File: config.mk
export PLATFORM = sky130hd
export DESIGN_NAME = score_keeper
export DESIGN_NICKNAME = d
export VERILOG_FILES = /design/src/rtl/game_pkg.sv /design/src/rtl/sat_counter.sv /design/src/rtl/score_keeper.sv
export SDC_FILE = /design/constraint.sdc
export NUM_CORES = 1
export LEC_CHECK = 0
export BUFFER_PORTS_ARGS = -buffer_cell sky130_fd_sc_hd__buf_2
export CELL_PAD_IN_SITES_DETAIL_PLACEMENT = 1
export CELL_PAD_IN_SITES_GLOBAL_PLACEMENT = 2
export CORE_UTILIZATION = 37
export CTS_BUF_LIST = sky130_fd_sc_hd__clkbuf_8
export DETAILED_ROUTE_END_ITERATION = 6
export GPL_TIMING_DRIVEN = 1
export PLACE_DENSITY = 0.89
export SYNTH_ARGS = -nofsm -noshare
export SYNTH_HDL_FRONTEND = slang
export SYNTH_SLANG_ARGS = --single-unit
File: constraint.sdc
create_clock -name clk -period 2.8 [get_ports clk]
set_clock_uncertainty 0.1 [all_clocks]
set_input_delay 0.42 -clock clk [delete_from_list [all_inputs] [get_ports clk]]
set_output_delay 0.42 -clock clk [all_outputs]
set_load 0.02 [all_outputs]
File: src/rtl/game_pkg.sv
// Shared game-state encoding and score constants for the score path and the scoreboard renderer.
package game_pkg;

    localparam int unsigned SCORE_W   = 10;
    localparam int unsigned SCORE_MAX = 999;

    typedef enum logic [1:0] {
        IDLE = 2'd0,
        PLAY = 2'd1,
        OVER = 2'd2
    } game_state_t;

endpackage

File: src/rtl/sat_counter.sv
// W-bit saturating up-counter with synchronous clear; holds at MAX instead of wrapping.
module sat_counter #(
    parameter int unsigned W   = 10,
    parameter int unsigned MAX = 999
) (
    input  logic         clk,
    input  logic         rst,
    input  logic         clear,
    input  logic         inc,
    output logic [W-1:0] count
);

    // Clear has priority over increment; increments at MAX are dropped.
    always_ff @(posedge clk) begin
        if (rst) begin
            count <= '0;
        end else if (clear) begin
            count <= '0;
        end else if (inc && (count < W'(MAX))) begin
            count <= count + W'(1);
        end
    end

endmodule

File: src/rtl/score_keeper.sv
// Game-state tracker and saturating score producer for the on-screen overlay.
// Optional session high score built only when SCORE_KEEPER_HISCORE_EN is defined;
// otherwise high_score and new_high are tied to 0.
module score_keeper
    import game_pkg::*;
#(
    parameter int unsigned W           = SCORE_W,
    parameter int unsigned MAX_SCORE   = SCORE_MAX,
    parameter int unsigned OVER_FRAMES = 60
) (
    input  logic         clk,
    input  logic         rst,
    input  logic         frame_tick,
    input  logic         start,
    input  logic         pass_evt,
    input  logic         collide,
    output logic [W-1:0] score,
    output logic [W-1:0] high_score,
    output logic [1:0]   game_state,
    output logic         new_high
);

    localparam int unsigned LOCK_W = (OVER_FRAMES > 0) ? $clog2(OVER_FRAMES + 1) : 1;

    game_state_t       state;
    logic              pass_q;
    logic [LOCK_W-1:0] lock_cnt;
    logic [W-1:0]      run_cnt;
    logic              pass_rise_c;
    logic              cnt_clear_c;
    logic              cnt_inc_c;

    assign pass_rise_c = pass_evt & ~pass_q;
    assign cnt_clear_c = (state == IDLE) && start;
    // A collision in the same cycle as a pass drops the point.
    assign cnt_inc_c   = (state == PLAY) && pass_rise_c && !collide;

    sat_counter #(
        .W   (W),
        .MAX (MAX_SCORE)
    ) u_run_cnt (
        .clk   (clk),
        .rst   (rst),
        .clear (cnt_clear_c),
        .inc   (cnt_inc_c),
        .count (run_cnt)
    );

    // Pass-event edge detector, sampled every cycle in every state.
    always_ff @(posedge clk) begin
        if (rst) begin
            pass_q <= 1'b0;
        end else begin
            pass_q <= pass_evt;
        end
    end

    // Game FSM with the OVER restart lockout counter.
    always_ff @(posedge clk) begin
        if (rst) begin
            state    <= IDLE;
            lock_cnt <= '0;
        end else begin
            case (state)
                IDLE: begin
                    if (start) begin
                        state <= PLAY;
                    end
                end
                PLAY: begin
                    if (collide) begin
                        state    <= OVER;
                        lock_cnt <= LOCK_W'(OVER_FRAMES);
                    end
                end
                OVER: begin
                    if (start && (lock_cnt == '0)) begin
                        state <= IDLE;
                    end
                    if (frame_tick && (lock_cnt != '0)) begin
                        lock_cnt <= lock_cnt - LOCK_W'(1);
                    end
                end
                default: begin
                    state <= IDLE;
                end
            endcase
        end
    end

    // Frame-stable display copy; takes the pre-increment value on a coincident tick.
    always_ff @(posedge clk) begin
        if (rst) begin
            score <= '0;
        end else if (frame_tick) begin
            score <= run_cnt;
        end
    end

    assign game_state = state;

`ifdef SCORE_KEEPER_HISCORE_EN
    // Session best, updated on OVER entry only when strictly beaten.
    always_ff @(posedge clk) begin
        if (rst) begin
            high_score <= '0;
            new_high   <= 1'b0;
        end else if (cnt_clear_c) begin
            new_high <= 1'b0;
        end else if ((state == PLAY) && collide && (run_cnt > high_score)) begin
            high_score <= run_cnt;
            new_high   <= 1'b1;
        end
    end
`else
    assign high_score = '0;
    assign new_high   = 1'b0;
`endif

endmodule

* Word level (Yosys, flattened, before mapping)
Index checks and enable logic that the tools add are counted.
** Operators by class
- Add/subtract/negate cells :: 2
- $lt $le $gt $ge :: 1
- Equality and inequality tests :: 6
- Muxes and demuxes :: 7
- Bitwise gates (word level) :: 2
- Reduce and logical (&&, ||, !) cells :: 14
** Operator list (number)
- $mux 6 :: 2
- $pmux 6 s2 :: 1
- $add 10x1->10 const B :: 1
- $lt 10x10->1 const B :: 1
- $ne 2x2->1 const B :: 4
- $logic_and 1x1->1 :: 6
- $logic_not 6->1 :: 1
- $mux 2 :: 3
- $pmux 2 s3 :: 1
- $reduce_and 3->1 :: 2
- $reduce_bool 6->1 :: 1
- $sub 6x1->6 const B :: 1
- $eq 2x1->1 const B :: 1
- $eq 2x2->1 const B :: 1
- $logic_not 2->1 :: 1
- $reduce_bool 2->1 :: 1
- $reduce_or 2->1 :: 1
- $and 1x1->1 :: 1
- $logic_not 1->1 :: 1
- $not 1->1 :: 1
** Storage, ports and cells
- Flip-flop bits (word level) :: 29
- Input bits :: 6
- Word-level logic and storage cells :: 37

* Logic depth before layout (Yosys ltp)
Gate-level depths: netlist of run 1.
- Depth in word-level cells :: 5
- Gate-level depth with buffers :: 6

* Modules after synthesis
A second synthesis of run 1 with hierarchy kept.
** Unflattened totals
- Cells, all modules :: 153
- Area, all modules :: 1406.3 µm²
** Modules (own cells, without submodules)
- score_keeper :: times used 1, cells each 96, area an instance 904.6 µm², seq. area each 380.4 µm²
- sat_counter :: times used 1, cells each 57, area an instance 501.7 µm², seq. area each 200.2 µm²

* Least setup slack after synthesis of run 1
OpenSTA, ideal clock, no wires.
- Kind :: reg2reg
- Start point :: register lock_cnt[0]
- End point :: register lock_cnt[5]
- Setup time :: 0.119 ns
- Arrival time :: 1.542 ns
- Data required time :: 2.581 ns
- Setup slack :: 1.040 ns
- Cell stages (with the launch flop) :: 7
- Path buffers :: 0
- Clock period less this slack :: 1.760 ns
- Cell sequence :: dfxtp_1 > inv_1 > ha_1 > or4b_4 > o21a_4 > mux2i_1 > o221a_1
** Between the ends
- Cells in the longest elaborated chain, start to end :: 4
- Elaborated cells between the ends (all ways) :: 7
- Those cells by class :: 1 x add/sub; 1 x eq/ne; 2 x mux; 3 x reduce/logical
** Ends and longest elaborated chain
- start, declared :: line score_keeper.sv:27 : logic [LOCK_W-1:0] lock_cnt;
- start signal, assigned :: line score_keeper.sv:73 : lock_cnt <= LOCK_W'(OVER_FRAMES);
- start signal, assigned :: line score_keeper.sv:81 : lock_cnt <= lock_cnt - LOCK_W'(1);
- parallel branches: the longest is 4 deep, another holds $sub 6x1->6
Parallel ways; which one is timed is not known. The select of a mux whose other input is x is not followed.
A chain may end at the register's enable or synchronous reset.

* Final worst setup path of run 1
- Start point :: register lock_cnt[0]
- End point :: register lock_cnt[4]
The elaborated chain is that of the path after synthesis.

==> results by group, run 1 <==
Synthesis
  • YS warnings: 0
  • Synth top cells by count: 29 x dfxtp_1, 15 x nor2_1, 13 x mux2i_1
  • Cells after synthesis: 153
  • Netlist cell types: 45
  • Syn_area_per_cell: 9.42 sq um
  • Synthesized area: 1440 sq um
  • Async set-reset flop share out of synthesis: 0%
  • Register area share after synthesis: 40.3%
  • Post-synth top area share: 40.3%
  • Synth Register Bits: 29
  • Synth area leaders: dfxtp_1 40%, mux2i_1 9.0%, buf_4 5.7%
  • EDFF count, synth: 0
  • Most common cell in the netlist: dfxtp_1
  • Top cell type by total area after synthesis: dfxtp_1
  • Ys flop type: dfxtp_1

Layout
  • Net count, final: 181
  • N_diodes: 0
  • Layout Cells excl Fill: 220
  • Fraction of final layout cells sized beyond drive strength 1: 19.8%
  • Area Overhead vs Synth: 11.9%

Clock network
  • CTS root buffer: clkbuf_8
  • Worst-Skew Late Latency: 0.28 ns
  • Hold Buf Count CTS: 0
  • Buffer depth of the longest clock path: 2
  • Clk slew on worst S/H paths: 0.06 ns
  • Htree depth: 2
  • Number of clock sinks: 29
  • CTS tree: done
  • Post-CTS resize count: 0
  • Setup Buffers After CTS: 0
  • Total CTS buffers: 5

Setup path
  • CP max stage cell: or4b_4
  • Req. time, crit path: 2.88 ns
  • Setup CP Type: reg -> reg
  • Setup crit end kind: register
  • CP max stage delay: 0.48 ns
  • Worst path cell trace: inv_1, ha_1, or4b_4, o21ai_2, a221oi_1, a31o_1
  • Setup crit start kind: register
  • Critical path arrival: 1.94 ns
  • Max FO, Critical Path: 5

Timing
  • RSZ-0062 raised after global routing: false
  • Final Hold Vio Count: 0
  • Final period utilization: 66.4%
  • Post-route setup TNS: 0 ns
  • Fmax: 538 MHz
  • Final Slew Violations: 0
  • Crit path time final: 1.86 ns
  • Setup-failing EPs final: 0

Global routing
  • First-pass GRT wire length: 5310 um
  • Initial antenna violation count: 0
  • Largest net degree at the start of global routing: 23
  • All-Layer GR Usage: 16.9%
  • Congestion Overflow GR: 0
  • Vias in the first global route: 1129

Routing
  • Antenna Violating Nets Remaining: 0
  • DRT Pass-1 Iters: 4
  • Residual DRC: 0
  • Routed WL: 3170 um
  • Drt wl/cell: 14.4 um
  • Via count: 1190
  • Vias/cell: 5.41
  • Starting DRT DRC Count: 70

Floorplanning
  • I/O Pins: 29
  • # rows: 22
  • Initial Util: 39.1%
  • Core area: 3690 sq um
  • Die Area: 4150 sq um
  • DIE HEIGHT: 64.4 um
  • DIE WIDTH: 64.4 um

Placement
  • Gpl congestion: 0.776
  • Placed insts: 213
  • Port Buffers: 17
  • Post-DP HPWL: 2310 um

Job
  • Max-Cap Viols: 0

Power and ir drop
  • Max IR drop VDD: 0.213 mV
  • Leakage: 0.664 nW
  • Power Total: 0.000871 W
  • PwrDens: 540 nW/um^2

Status
  • Status: finished, final reports clean

Worst hold path
  • Worst hold path type: in -> reg
power by group:
group	switching, W	total, W	leakage [nW]	internal, W
combinational	0.0000585	0.0000912	0.381	0.0000328
clock	0.000155	0.000346	0.0485	0.000191
sequential	0.0000120	0.000434	0.235	0.000422
flip-flops by register name, indices dropped and copies added, names as in the netlist:
| signal | cells |
|---|---|
| game_state | 2 |
| lock_cnt | 6 |
| pass_q | 1 |
| score | 10 |
| u_run_cnt.count | 10 |
metal layers:
metal	GRT usage (%)	part of all wire (%)	wire length (um)
met4	7.50	1.7	55
met5	0	0	0
met1	21.0	46	1470
met2	26.8	48	1520
met3	4.93	3.9	124
worst max-delay path, delay by kind of cell, from the launching register on:
family,cells,cell delay (ns)
AND/OR/NAND/NOR,1,0.48
AO/OA/AOI/OAI,3,0.62
flip-flops,1,0.34
adder cells (fa/ha/maj),1,0.14
buffers and inverters,1,0.09
path summary, 6_finish.rpt:
kind / start / end / slack, ns / cells after the start
worst min register to register: score[3] / score[3] / 0.39 / 2
worst max-delay path: lock_cnt[0] / lock_cnt[4] / 0.94 / 6
worst min-delay path: pass_evt / pass_q / 0.27 / 2
worst max register to register: lock_cnt[0] / lock_cnt[4] / 0.94 / 6
layout make-up:
cell class	count	area, sq um
multi-input combinational	112	774
clock buffer	6	82.6
inverter	7	26.3
timing repair buffer	17	85.1
fill	459	2080
clock inverter	1	3.75
tap	48	60.1
sequential	29	581
cell families (layout without fill, tap and decap cells):
| logic type | count (synthesis) | count (layout) | synth area share, % |
|---|---|---|---|
| buf+inv | 22 | 31 | 8.59 |
| xor+xnor | 2 | 2 | 1.22 |
| mux | 13 | 13 | 9.03 |
| flops | 29 | 29 | 40.3 |
| fa+ha+maj | 3 | 3 | 2.60 |
| simple gates | 54 | 54 | 21.7 |
| other cells | 1 | 11 | 0.260 |
| compound gates | 29 | 29 | 16.3 |
cells in the final DEF (no fill, tap or decap), drive strengths merged, types with 2 or more instances in the layout:
master | synthesis | routed
and2b | 2 | 2
nand4 | 5 | 5
a211oi | 3 | 3
o21ai | 6 | 6
o2111ai | 2 | 2
nand3 | 4 | 4
inv | 7 | 8
o31ai | 3 | 3
ha | 3 | 3
buf | 11 | 17
mux2i | 13 | 13
clkbuf | 4 | 6
or3 | 4 | 4
nor3 | 3 | 3
conb | 1 | 11
o21a | 3 | 3
nand2 | 8 | 8
nor3b | 3 | 3
dfxtp | 29 | 29
nor2 | 15 | 15
a21oi | 6 | 6
per-stage QoR:
| step | area (sq um) | setup slack, ns | util (%) | hold slack (ns) |
|---|---|---|---|---|
| after floorplan | 1480 | 1.04 | - | 0.361 |
| after global placement | 1530 | 0.978 | 41.4 | 0.366 |
| after CTS | 1610 | 0.935 | 43.7 | 0.274 |
| final | 1610 | 0.940 | 43.7 | 0.274 |
| after global routing | 1610 | 0.834 | 43.7 | 0.278 |
| after detailed placement | 1530 | 0.925 | 41.4 | 0.386 |
Note: power is estimated with default switching activity, not from simulation.
==> inputs of run 2 (changes only) <==
Settings changed: CORE_UTILIZATION 37 to 31, PLACE_DENSITY 0.89 to 0.8.
Clock period 2.8 ns to 1.63 ns, I/O delays scaled along.
==> run 2 against run 1 <==
  * The flow now finishes with violations (negative setup slack)
  * Via count grew 7.6%
  * Cell count rose by 17%
  * Register-to-register slack lost 1.1 ns
  * Worst hold slack worse by 0.15 ns
  * Sequential power up 70%
  * Sequential share of layout area decreased by 5.6 points
  * First-iteration DRC count decreased by 43%
  * Clock power rose by 110%
  * Die area up 19%
==> results by group, run 2 (synthesis results as in run 1) <==
Timing
  • Final Hold Vio Count: 0
  • Final period utilization: 111%
  • Setup-failing EPs final: 8
  • PnR worst setup slack: -0.175 ns
  • RSZ-0062 raised after global routing: true
  • Post-route setup TNS: -1.02 ns
  • Crit path time final: 1.80 ns
  • WHS: 0.123 ns
  • Fmax: 554 MHz
  • Final Slew Violations: 0

Power and ir drop
  • Max IR drop VDD: 0.357 mV
  • PwrDens: 865 nW/um^2
  • Leakage: 0.845 nW

Floorplanning
  • Die Area: 4930 sq um
  • Initial Util: 32.7%
  • DIE WIDTH: 70.2 um
  • # rows: 24
  • DIE HEIGHT: 70.2 um
  • Core area: 4410 sq um
  • I/O Pins: 29

Layout
  • Fin util: 44.1%
  • Net count, final: 213
  • Layout Cells excl Fill: 257
  • N_diodes: 0
  • Leading cell type in the layout, fill and taps excluded: buf_4
  • Largest regs: score: 10 flops, u_run_cnt.count: 10 flops, lock_cnt: 6 flops
  • Area Overhead vs Synth: 35.0%
  • Commonest cells after routing, fill and taps aside: 30 x buf_4, 22 x dfxtp_1, 17 x buf_2
  • Fraction of final layout cells sized beyond drive strength 1: 40.5%

Routing
  • Via count: 1280
  • Residual DRC: 0
  • Starting DRT DRC Count: 40
  • Antenna Violating Nets Remaining: 0
  • Vias/cell: 4.98
  • Drt wl/cell: 15.2 um
  • DRT Pass-1 Iters: 3
  • Routed WL: 3920 um

Setup path
  • Crit path launch: lock_cnt[0]
  • R2R depth: 8
  • Req. time, crit path: 1.73 ns
  • Setup crit end kind: register
  • Reg2reg start: lock_cnt[0]
  • Setup CP Type: reg -> reg
  • R2r setup slk: -0.17 ns
  • Max FO, Critical Path: 4
  • Critical path arrival: 1.90 ns
  • Setup crit start kind: register
  • Reg-to-Reg End: lock_cnt[1]

Global routing
  • Largest net degree at the start of global routing: 17
  • Vias in the first global route: 1356
  • Congestion Overflow GR: 0
  • First-pass GRT wire length: 6290 um
  • Initial antenna violation count: 0
  • All-Layer GR Usage: 16.1%

Placement
  • Post-DP HPWL: 2910 um
  • Placed insts: 243
  • Port Buffers: 17
  • Gpl congestion: 0.798

Clock network
  • Number of clock sinks: 29
  • Total CTS buffers: 5
  • Worst-Skew Late Latency: 0.29 ns
  • Hold Buf Count CTS: 0
  • Htree depth: 2
  • CTS tree: done
  • Clk slew on worst S/H paths: 0.06 ns
  • CTS root buffer: clkbuf_8
  • Buffer depth of the longest clock path: 2

Status
  • Status: complete, but fails checks
  • Failing checks: negative setup slack

Worst hold path
  • Endpoint, Worst Hold: pass_q
  • Hold Crit Start: pass_evt
  • Worst hold path type: in -> reg
  • Hold Crit Depth: 2

Job
  • Max-Cap Viols: 0
## run 2: changes by cell type in the layout (fill, tap and decap cells not counted), sizes merged
cell / change
bufinv: +1
clkinv: +1
clkbuf: -1
buf: +32
## run 2: critical path, stage by stage (launching register included)
cell and delay, ns:
dfxtp_2 0.32, inv_2 0.06, ha_1 0.14, or4b_4 0.47, buf_4 0.16, o21ai_4 0.14, buf_6 0.13, nand3_1 0.07
a21oi_1 0.14
## run 2: final cells by class
cell class | count | area, sq um
Fill cell | 524 | 2470
Multi-Input combinational cell | 112 | 822
Tap cell | 52 | 65.1
Sequential cell | 29 | 592
Inverter | 7 | 26.3
Clock buffer | 5 | 68.8
Clock inverter | 3 | 38.8
Timing Repair Buffer | 49 | 333
## run 2: metrics by stage
stage	area, sq um	total power (W)	setup slack (ns)
floorplan	1490	0.000899	-0.130
global placement	1730	0.000947	-0.129
detailed placement	1730	0.000955	-0.201
CTS	1900	0.00170	-0.154
global route	1950	0.00175	-0.225
finish	1950	0.00168	-0.175
## run 2: worst max path at each step
stage,end,slack (ns)
floorplan,lock_cnt[5],-0.13
global placement,lock_cnt[5],-0.13
detailed placement,lock_cnt[5],-0.20
CTS,lock_cnt[5],-0.15
global route,lock_cnt[4],-0.22
finish,lock_cnt[1],-0.17
## run 2: routing by layer
metal  part of all wire, %  track usage [%]  wire [um]
met5                     0                0          0
met4                   1.1             5.33         43
met3                   2.8             4.18        108
met2                    53             29.1       2080
met1                    43             18.4       1690
## run 2: report_power, final
part / switching [W] / total, W / internal [W]
Clock: 0.000285 / 0.000732 / 0.000447
Sequential: 0.0000133 / 0.000737 / 0.000724
Combinational: 0.000126 / 0.000215 / 0.0000892
## run 2: timing repair
action / 4_1_cts / 5_1_grt
endpoints found under the setup margin: 8 / 12
gates resized for setup: 6 / 10
pin swaps: 4 / 4
setup buffers: 5 / 2
